File: config.mk
export PLATFORM = sky130hd
export DESIGN_NAME = unit_share_sched_flat
export DESIGN_NICKNAME = d
export VERILOG_FILES = /design/src/rtl/unit_share_sched_pkg.sv /design/src/rtl/unit_share_sched_if.sv /design/src/rtl/unit_share_sched_credit_counter.sv /design/src/rtl/unit_share_sched.sv /design/src/flat_wrapper.sv
export SDC_FILE = /design/constraint.sdc
export NUM_CORES = 1
export LEC_CHECK = 0
export ABC_AREA = 1
export CORE_MARGIN = 2
export CORE_UTILIZATION = 38
export CTS_CLUSTER_SIZE = 10
export DETAILED_ROUTE_END_ITERATION = 10
export PLACE_DENSITY = 0.87
export SLEW_MARGIN = 40
export SYNTH_ARGS = -nofsm -noshare
export SYNTH_HDL_FRONTEND = slang
export SYNTH_SLANG_ARGS = --single-unit
File: constraint.sdc
create_clock -name clk -period 2.4 [get_ports clk]
set_input_delay 0.48 -clock clk [delete_from_list [all_inputs] [get_ports clk]]
set_output_delay 0.48 -clock clk [all_outputs]
set_load 0.005 [all_outputs]
File: src/rtl/unit_share_sched_pkg.sv
// Shared types for the unit_share_sched slice: requester-ID sizing and the
// tag that travels alongside each operation through the shared unit.
package unit_share_sched_pkg;

   // Upper bound on requester-ID width carried in a tag (up to 256 requesters).
   localparam int MAX_ID_W = 8;

   function automatic int id_width(input int num_req);
      return (num_req > 1) ? $clog2(num_req) : 1;
   endfunction

   typedef struct packed {
      logic                valid;
      logic [MAX_ID_W-1:0] id;
   } tag_t;

endpackage

File: src/rtl/unit_share_sched_if.sv
// Requester, shared-unit and result-return signals of the scheduler.
interface unit_share_sched_if #(
   parameter int NUM_REQ = 4,
   parameter int WIDTH   = 32,
   parameter int RWIDTH  = 32
);
   logic [NUM_REQ-1:0]            req_valid;
   logic [NUM_REQ-1:0][WIDTH-1:0] req_data;
   logic [NUM_REQ-1:0]            req_stall;
   logic                          unit_valid;
   logic [WIDTH-1:0]              unit_data;
   logic [RWIDTH-1:0]             unit_result;
   logic [NUM_REQ-1:0]            out_valid;
   logic [RWIDTH-1:0]             out_data;
   logic [NUM_REQ-1:0]            credit_ret;
   logic                          busy;
   logic                          err;

   modport master (
      output req_valid, req_data, unit_result, credit_ret,
      input  req_stall, unit_valid, unit_data, out_valid, out_data, busy, err
   );

   modport slave (
      input  req_valid, req_data, unit_result, credit_ret,
      output req_stall, unit_valid, unit_data, out_valid, out_data, busy, err
   );
endinterface

File: src/rtl/unit_share_sched_credit_counter.sv
// Per-requester downstream credit counter: starts full, decrements on issue,
// increments on consumer return, saturates at full and flags the overflow.
module unit_share_sched_credit_counter #(
   parameter int CREDITS = 8
) (
   input  logic clk,
   input  logic rst,
   input  logic dec,
   input  logic inc,
   output logic count_nz,
   output logic overflow
);
   localparam int               CW   = $clog2(CREDITS + 1);
   localparam logic [CW-1:0]    FULL = CW'(CREDITS);

   logic [CW-1:0] count;

   assign count_nz = (count != '0);
   assign overflow = inc & ~dec & (count == FULL);

   // NOTE: sequential state uses non-blocking assignments so every flop samples pre-edge values.
   always_ff @(posedge clk or negedge rst) begin
      if (!rst) begin
         count <= FULL;
      end else if (dec & ~inc) begin
         count <= count - 1'b1;
      end else if (inc & ~dec & (count != FULL)) begin
         count <= count + 1'b1;
      end
   end
endmodule

File: src/rtl/unit_share_sched.sv
// Credit-based round-robin scheduler sharing one fixed-latency pipelined unit
// among NUM_REQ requesters; results are steered back by a tag shift register.
module unit_share_sched
   import unit_share_sched_pkg::*;
#(
   parameter int NUM_REQ = 4,
   parameter int WIDTH   = 32,
   parameter int RWIDTH  = 32,
   parameter int LAT     = 10,
   parameter int CREDITS = 8
) (
   input  logic               clk,
   input  logic               rst,
   unit_share_sched_if.slave  bus
);
   localparam int ID_W = id_width(NUM_REQ);
   typedef logic [ID_W-1:0] id_t;

   logic [NUM_REQ-1:0] credit_nz;
   logic [NUM_REQ-1:0] overflow;
   logic [NUM_REQ-1:0] eligible;
   logic [NUM_REQ-1:0] grant;
   logic               found;
   id_t                grant_id;
   id_t                rr_ptr;
   id_t                issue_id;
   tag_t               tag_pipe [LAT];
   logic               tag_busy;

   for (genvar i = 0; i < NUM_REQ; i++) begin : g_credit
      unit_share_sched_credit_counter #(.CREDITS(CREDITS)) u_credit (
         .clk      (clk),
         .rst      (rst),
         .dec      (grant[i]),
         .inc      (bus.credit_ret[i]),
         .count_nz (credit_nz[i]),
         .overflow (overflow[i])
      );
   end

   assign eligible = bus.req_valid & credit_nz;

   // Two passes: first eligible index at/after rr_ptr, else wrap to the lowest.
   // NOTE: every combinational output gets a default first so no latch is inferred.
   always_comb begin
      grant    = '0;
      grant_id = '0;
      found    = 1'b0;
      for (int i = 0; i < NUM_REQ; i++) begin
         if (rst && !found && eligible[i] && (i >= int'(rr_ptr))) begin
            grant[i] = 1'b1;
            grant_id = id_t'(i);
            found    = 1'b1;
         end
      end
      for (int i = 0; i < NUM_REQ; i++) begin
         if (rst && !found && eligible[i]) begin
            grant[i] = 1'b1;
            grant_id = id_t'(i);
            found    = 1'b1;
         end
      end
   end

   assign bus.req_stall = bus.req_valid & ~grant;

   always_ff @(posedge clk or negedge rst) begin
      if (!rst) begin
         bus.unit_valid <= 1'b0;
         bus.unit_data  <= '0;
         issue_id       <= '0;
         rr_ptr         <= '0;
         bus.err        <= 1'b0;
      end else begin
         bus.unit_valid <= found;
         if (found) begin
            bus.unit_data <= bus.req_data[grant_id];
            issue_id      <= grant_id;
            rr_ptr        <= (grant_id == id_t'(NUM_REQ - 1)) ? '0 : grant_id + 1'b1;
         end
         bus.err <= bus.err | (|overflow);
      end
   end

   // NOTE: the tag pipe is reset so in-flight operations are dropped and orphaned results never strobe.
   always_ff @(posedge clk or negedge rst) begin
      if (!rst) begin
         for (int i = 0; i < LAT; i++) tag_pipe[i] <= '0;
      end else begin
         tag_pipe[0] <= tag_t'{valid: bus.unit_valid, id: MAX_ID_W'(issue_id)};
         for (int i = 1; i < LAT; i++) tag_pipe[i] <= tag_pipe[i-1];
      end
   end

   always_comb begin
      bus.out_valid = '0;
      tag_busy      = 1'b0;
      for (int i = 0; i < NUM_REQ; i++) begin
         if (tag_pipe[LAT-1].valid && (tag_pipe[LAT-1].id == MAX_ID_W'(i))) bus.out_valid[i] = 1'b1;
      end
      for (int i = 0; i < LAT; i++) tag_busy = tag_busy | tag_pipe[i].valid;
   end

   assign bus.out_data = bus.unit_result;
   assign bus.busy     = bus.unit_valid | tag_busy;
endmodule

File: src/flat_wrapper.sv
// flat-port wrapper written by rule: the top's interface ports become plain ports
module unit_share_sched_flat import unit_share_sched_pkg::*;
#(
   parameter int NUM_REQ = 4,
   parameter int WIDTH   = 32,
   parameter int RWIDTH  = 32,
   parameter int LAT     = 10,
   parameter int CREDITS = 8
)
  (clk, rst, bus_req_valid, bus_req_data, bus_unit_result, bus_credit_ret, bus_req_stall, bus_unit_valid, bus_unit_data, bus_out_valid, bus_out_data, bus_busy, bus_err);
  unit_share_sched_if #(.NUM_REQ(NUM_REQ), .WIDTH(WIDTH), .RWIDTH(RWIDTH)) bus_i ();
  input  logic clk;
  input  logic rst;
  input wire logic [$bits(bus_i.req_valid)-1:0] bus_req_valid;
  input wire logic [$bits(bus_i.req_data)-1:0] bus_req_data;
  input wire logic [$bits(bus_i.unit_result)-1:0] bus_unit_result;
  input wire logic [$bits(bus_i.credit_ret)-1:0] bus_credit_ret;
  output wire logic [$bits(bus_i.req_stall)-1:0] bus_req_stall;
  output wire logic [$bits(bus_i.unit_valid)-1:0] bus_unit_valid;
  output wire logic [$bits(bus_i.unit_data)-1:0] bus_unit_data;
  output wire logic [$bits(bus_i.out_valid)-1:0] bus_out_valid;
  output wire logic [$bits(bus_i.out_data)-1:0] bus_out_data;
  output wire logic [$bits(bus_i.busy)-1:0] bus_busy;
  output wire logic [$bits(bus_i.err)-1:0] bus_err;
  assign bus_i.req_valid = bus_req_valid;
  assign bus_i.req_data = bus_req_data;
  assign bus_i.unit_result = bus_unit_result;
  assign bus_i.credit_ret = bus_credit_ret;
  assign bus_req_stall = bus_i.req_stall;
  assign bus_unit_valid = bus_i.unit_valid;
  assign bus_unit_data = bus_i.unit_data;
  assign bus_out_valid = bus_i.out_valid;
  assign bus_out_data = bus_i.out_data;
  assign bus_busy = bus_i.busy;
  assign bus_err = bus_i.err;
  unit_share_sched #(.NUM_REQ(NUM_REQ), .WIDTH(WIDTH), .RWIDTH(RWIDTH), .LAT(LAT), .CREDITS(CREDITS)) u_core (.clk(clk), .rst(rst), .bus(bus_i));
endmodule
==> impl_metrics.csv <==
group,metric,value,unit
sta,fin_skew,0.00612,ns
floorplanning,die_y,123,um
synth,synth_fp_nets,956,
sta,whs,0.112,ns
sta,worstMarginPinSlew,0.655,ns
floorplanning,die_x,123,um
synth,synth-simple-area-share,37.3,%
synth,ys_seq_elements,84,
synth,syn-instance-count,775,
synth,ys.flop_type,"dfrtp_1",
cells_and_area,drive_gt1_share,13.8,%
drt,wl_per_cell,13.7,um
sta,timing.final.crit_share,98.9,%
drt,postRouteAntennaNets,0,
drt,drc,0,
cells_and_area,nNetsFinal,1149,
sta,max_freq,421,MHz
sta,final_max_slew_viol_count,0,
placed_design,dpl.hpwl,11100,um
power,p_comb_share,52.9,%
floorplanning,design.die.area,15200,um2
power,power.density,1020,nW/um2
drt,first_pass_iters,5,
synth,synth_compound_area_share,1.58,%
synth,ys_seq_area_share,39.0,%
floorplanning,start_util,38.9,%
worst_setup_path,cp_max_fo,3,
synth,syn_area_per_cell,6.96,um2
synth,synth_top_family_by_area,"simple AND/OR/NAND/NOR gates",
clock_tree,htree_levels,3,
global_routing,first_global_vias,5124,
synth,synth_xor_area_share,1.30,%
power,clkPwrFrac,16.3,%
min_path,hold_path_class,"in2async",
drt,drtIter0Drc,264,
drt,via_per_inst,4.70,
clock_tree,numCtsBuffers,9,
status,status,"finished, final reports clean",
placed_design,gp_congestion,0.877,
worst_setup_path,cpMostUsedCell,"nand2_2",
synth,async_flop_share,100,%
power,netSwitchingFraction,39.4,%
power,p_sw,0.00322,W
worst_setup_path,cp_slowest_stage_delay,0.41,ns
worst_setup_path,cp_top_family,"simple AND/OR/NAND/NOR gates",
sta,rsz0062_at_grt,"yes",
worst_setup_path,required,2.67,ns
clock_tree,clockRootBuffer,"clkbuf_16",
synth,yosysWarnings,0,
worst_setup_path,setup.worst_path.end_class,"flip-flop",
placed_design,placed_area,7450,um2
cells_and_area,final_common_cell,"nand2_1",
job,maxCapViolCount,0,
global_routing,overflow,0,
synth,synth_mux_area_share,0,%
cells_and_area,finalInstanceArea,8040,um2
power,p_leak,4.28,nW
floorplanning,rows,43,
synth,synth-edff-count,0,
synth,synth.cell_area,5400,um2
clock_tree,cts_buffer_depth,2,
power,internal_power,0.00495,W
global_routing,antenna_found_initial,1,
drt,finalWirelength,15800,um
worst_setup_path,startpoint_type,"flip-flop",
worst_setup_path,cp_num_buf_inv,4,
clock_tree,clk_latency,0.33,ns
sta,slew_headroom,56.4,%
worst_setup_path,crit_chain,"nor2_1 -> nand2_2 -> nand3_4 -> nand3_4 -> nor2_4 -> buf_6 -> nand4_4 -> nand2_4 -> nand2_4 -> inv_4 -> ha_4 -> nand2_2 -> nand2_1 -> a31oi_1 -> inv_1 -> nand2_2 -> nand3_1 -> nand2_1 -> inv_1",
clock_tree,cts.clk_slew.worst_paths,0.07,ns
global_routing,grt_pass1_wl,23600,um
global_routing,grt.total_usage,20.0,%
sta,period_minus_slack,2.37,ns
worst_setup_path,critical_path_class,"reg2reg",
synth,synth_fa_ha_area_share,2.97,%
floorplanning,ios,245,
clock_tree,clock_sinks,84,
power,power_frac_seq,30.8,%
synth,ys_types,33,
drt,vias,5423,
sta,tns,0,ns
clock_tree,cts_tree,"done",
cells_and_area,fillers,1189,
cells_and_area,area_growth,48.9,%
worst_setup_path,slowest_stage,"dfrtp_1",
power,vdd_drop_max,0.000504,V
worst_setup_path,cp.arrival,2.65,ns
global_routing,grt_max_degree,74,
sta,finalHoldViolCount,0,
clock_tree,hold_buffers,0,
floorplanning,coreArea,13900,um2
cells_and_area,final_cell_mix,"nand2_1 (276), clkdlybuf4s50_1 (172), inv_1 (140)",
placed_design,portBuffers,180,
sta,setup-violations-final,0,
## synthesized netlist by cell type (all sizes together), types with 5 or more instances
| cell | n | area [um2] |
|---|---|---|
| buf | 55 | 382 |
| nand4 | 7 | 50.1 |
| clkbuf | 5 | 18.8 |
| inv | 149 | 559 |
| ha | 8 | 100 |
| a31oi | 5 | 37.5 |
| nor2 | 23 | 111 |
| o21ai | 5 | 25.0 |
| nor3 | 7 | 35.0 |
| nand3b | 34 | 268 |
| nand2 | 293 | 1100 |
| dfrtp | 80 | 2000 |
| nand3 | 82 | 433 |
## kinds of logic (layout without fill, tap and decap cells)
family / Yosys count / after routing
and+or+nand+nor: 448 / 448
buffers and inverters: 210 / 408
adders and majority gates: 11 / 11
DFF: 84 / 84
AOI/OAI and AO/OA: 14 / 14
other: 0 / 1
xor gates and xnor gates: 8 / 8
## power by group through the flow
stage	registers (W)	logic (W)	clock network, W
2_1_floorplan	0.00248	0.00216	0
3_3_place_gp	0.00249	0.00383	0
3_5_place_dp	0.00251	0.00395	0
4_1_cts	0.00250	0.00410	0.00138
5_1_grt	0.00258	0.00480	0.00146
6_report	0.00251	0.00432	0.00133
## path summary, 6_finish.rpt
check	startpoint	endpoint	slack, ns	cells after the start
min in group clk	u_core.tag_pipe[54]	u_core.tag_pipe[45]	0.34	0
worst min-delay path	rst	u_core.bus.err	0.11	2
worst max register to register	u_core.g_credit[2].u_credit.count[2]	u_core.g_credit[2].u_credit.count[3]	0.03	19
worst min register to register	u_core.tag_pipe[54]	u_core.tag_pipe[45]	0.34	0
worst max-delay path	u_core.g_credit[2].u_credit.count[2]	u_core.g_credit[2].u_credit.count[3]	0.03	19
max in group asynchronous	rst	u_core.bus.unit_data[3]	1.51	3
## registers in the layout, indices dropped and copies added (netlist names)
register,count
u_core.issue_id,2
u_core.bus.unit_data,32
u_core.g_credit.u_credit.count,16
u_core.bus.err,1
u_core.bus.unit_valid,1
u_core.rr_ptr,2
u_core.tag_pipe,30
## layer usage
metal	routed length (um)	share of wire, %	GRT usage [%]
met1	6200	39	22.3
met4	679	4.3	12.4
met5	0	0	0
met3	944	6.0	4.84
met2	7940	50	34.3
## what timing repair did
item,in CTS,in global routing
setup buffers,11,4
gates resized for setup,19,34
setup endpoints to repair,6,37
gates cloned,0,1
pin swaps,7,14
endpoints found under the hold margin,0,0
## worst register-to-register path: cells and delay by family (launching register included)
kind	cells	cell delay (ns)
AOI/OAI and AO/OA	1	0.18
adders and majority gates	1	0.20
DFF	1	0.41
buffers and inverters	4	0.31
and+or+nand+nor	13	1.21
## area by class of cell
| type | instances | area, um2 | share of cell area [%] |
|---|---|---|---|
| multi-input cells | 481 | 2490 | 30.9 |
| flip-flops and latches | 84 | 2110 | 26.2 |
| diodes | 1 | 2.50 | 0.0311 |
| clock buffers | 9 | 225 | 2.80 |
| well taps | 180 | 225 | 2.80 |
| repair buffers | 242 | 2360 | 29.4 |
| clock inverters | 7 | 63.8 | 0.794 |
| inverters | 150 | 567 | 7.05 |
## metrics by stage
| stage | worst slack, ns | power, W | std cells | utilization, % |
|---|---|---|---|---|
| after floorplan | 0.146 | 0.00464 | 775 | - |
| after global placement | -0.244 | 0.00631 | 1121 | 53.7 |
| after detailed placement | -0.353 | 0.00646 | 1121 | 53.7 |
| after CTS | 0.00229 | 0.00797 | 1148 | 56.8 |
| after global routing | -0.130 | 0.00884 | 1154 | 57.9 |
| final | 0.0267 | 0.00816 | 1154 | 57.9 |
Note: power is estimated with default switching activity, not from simulation.
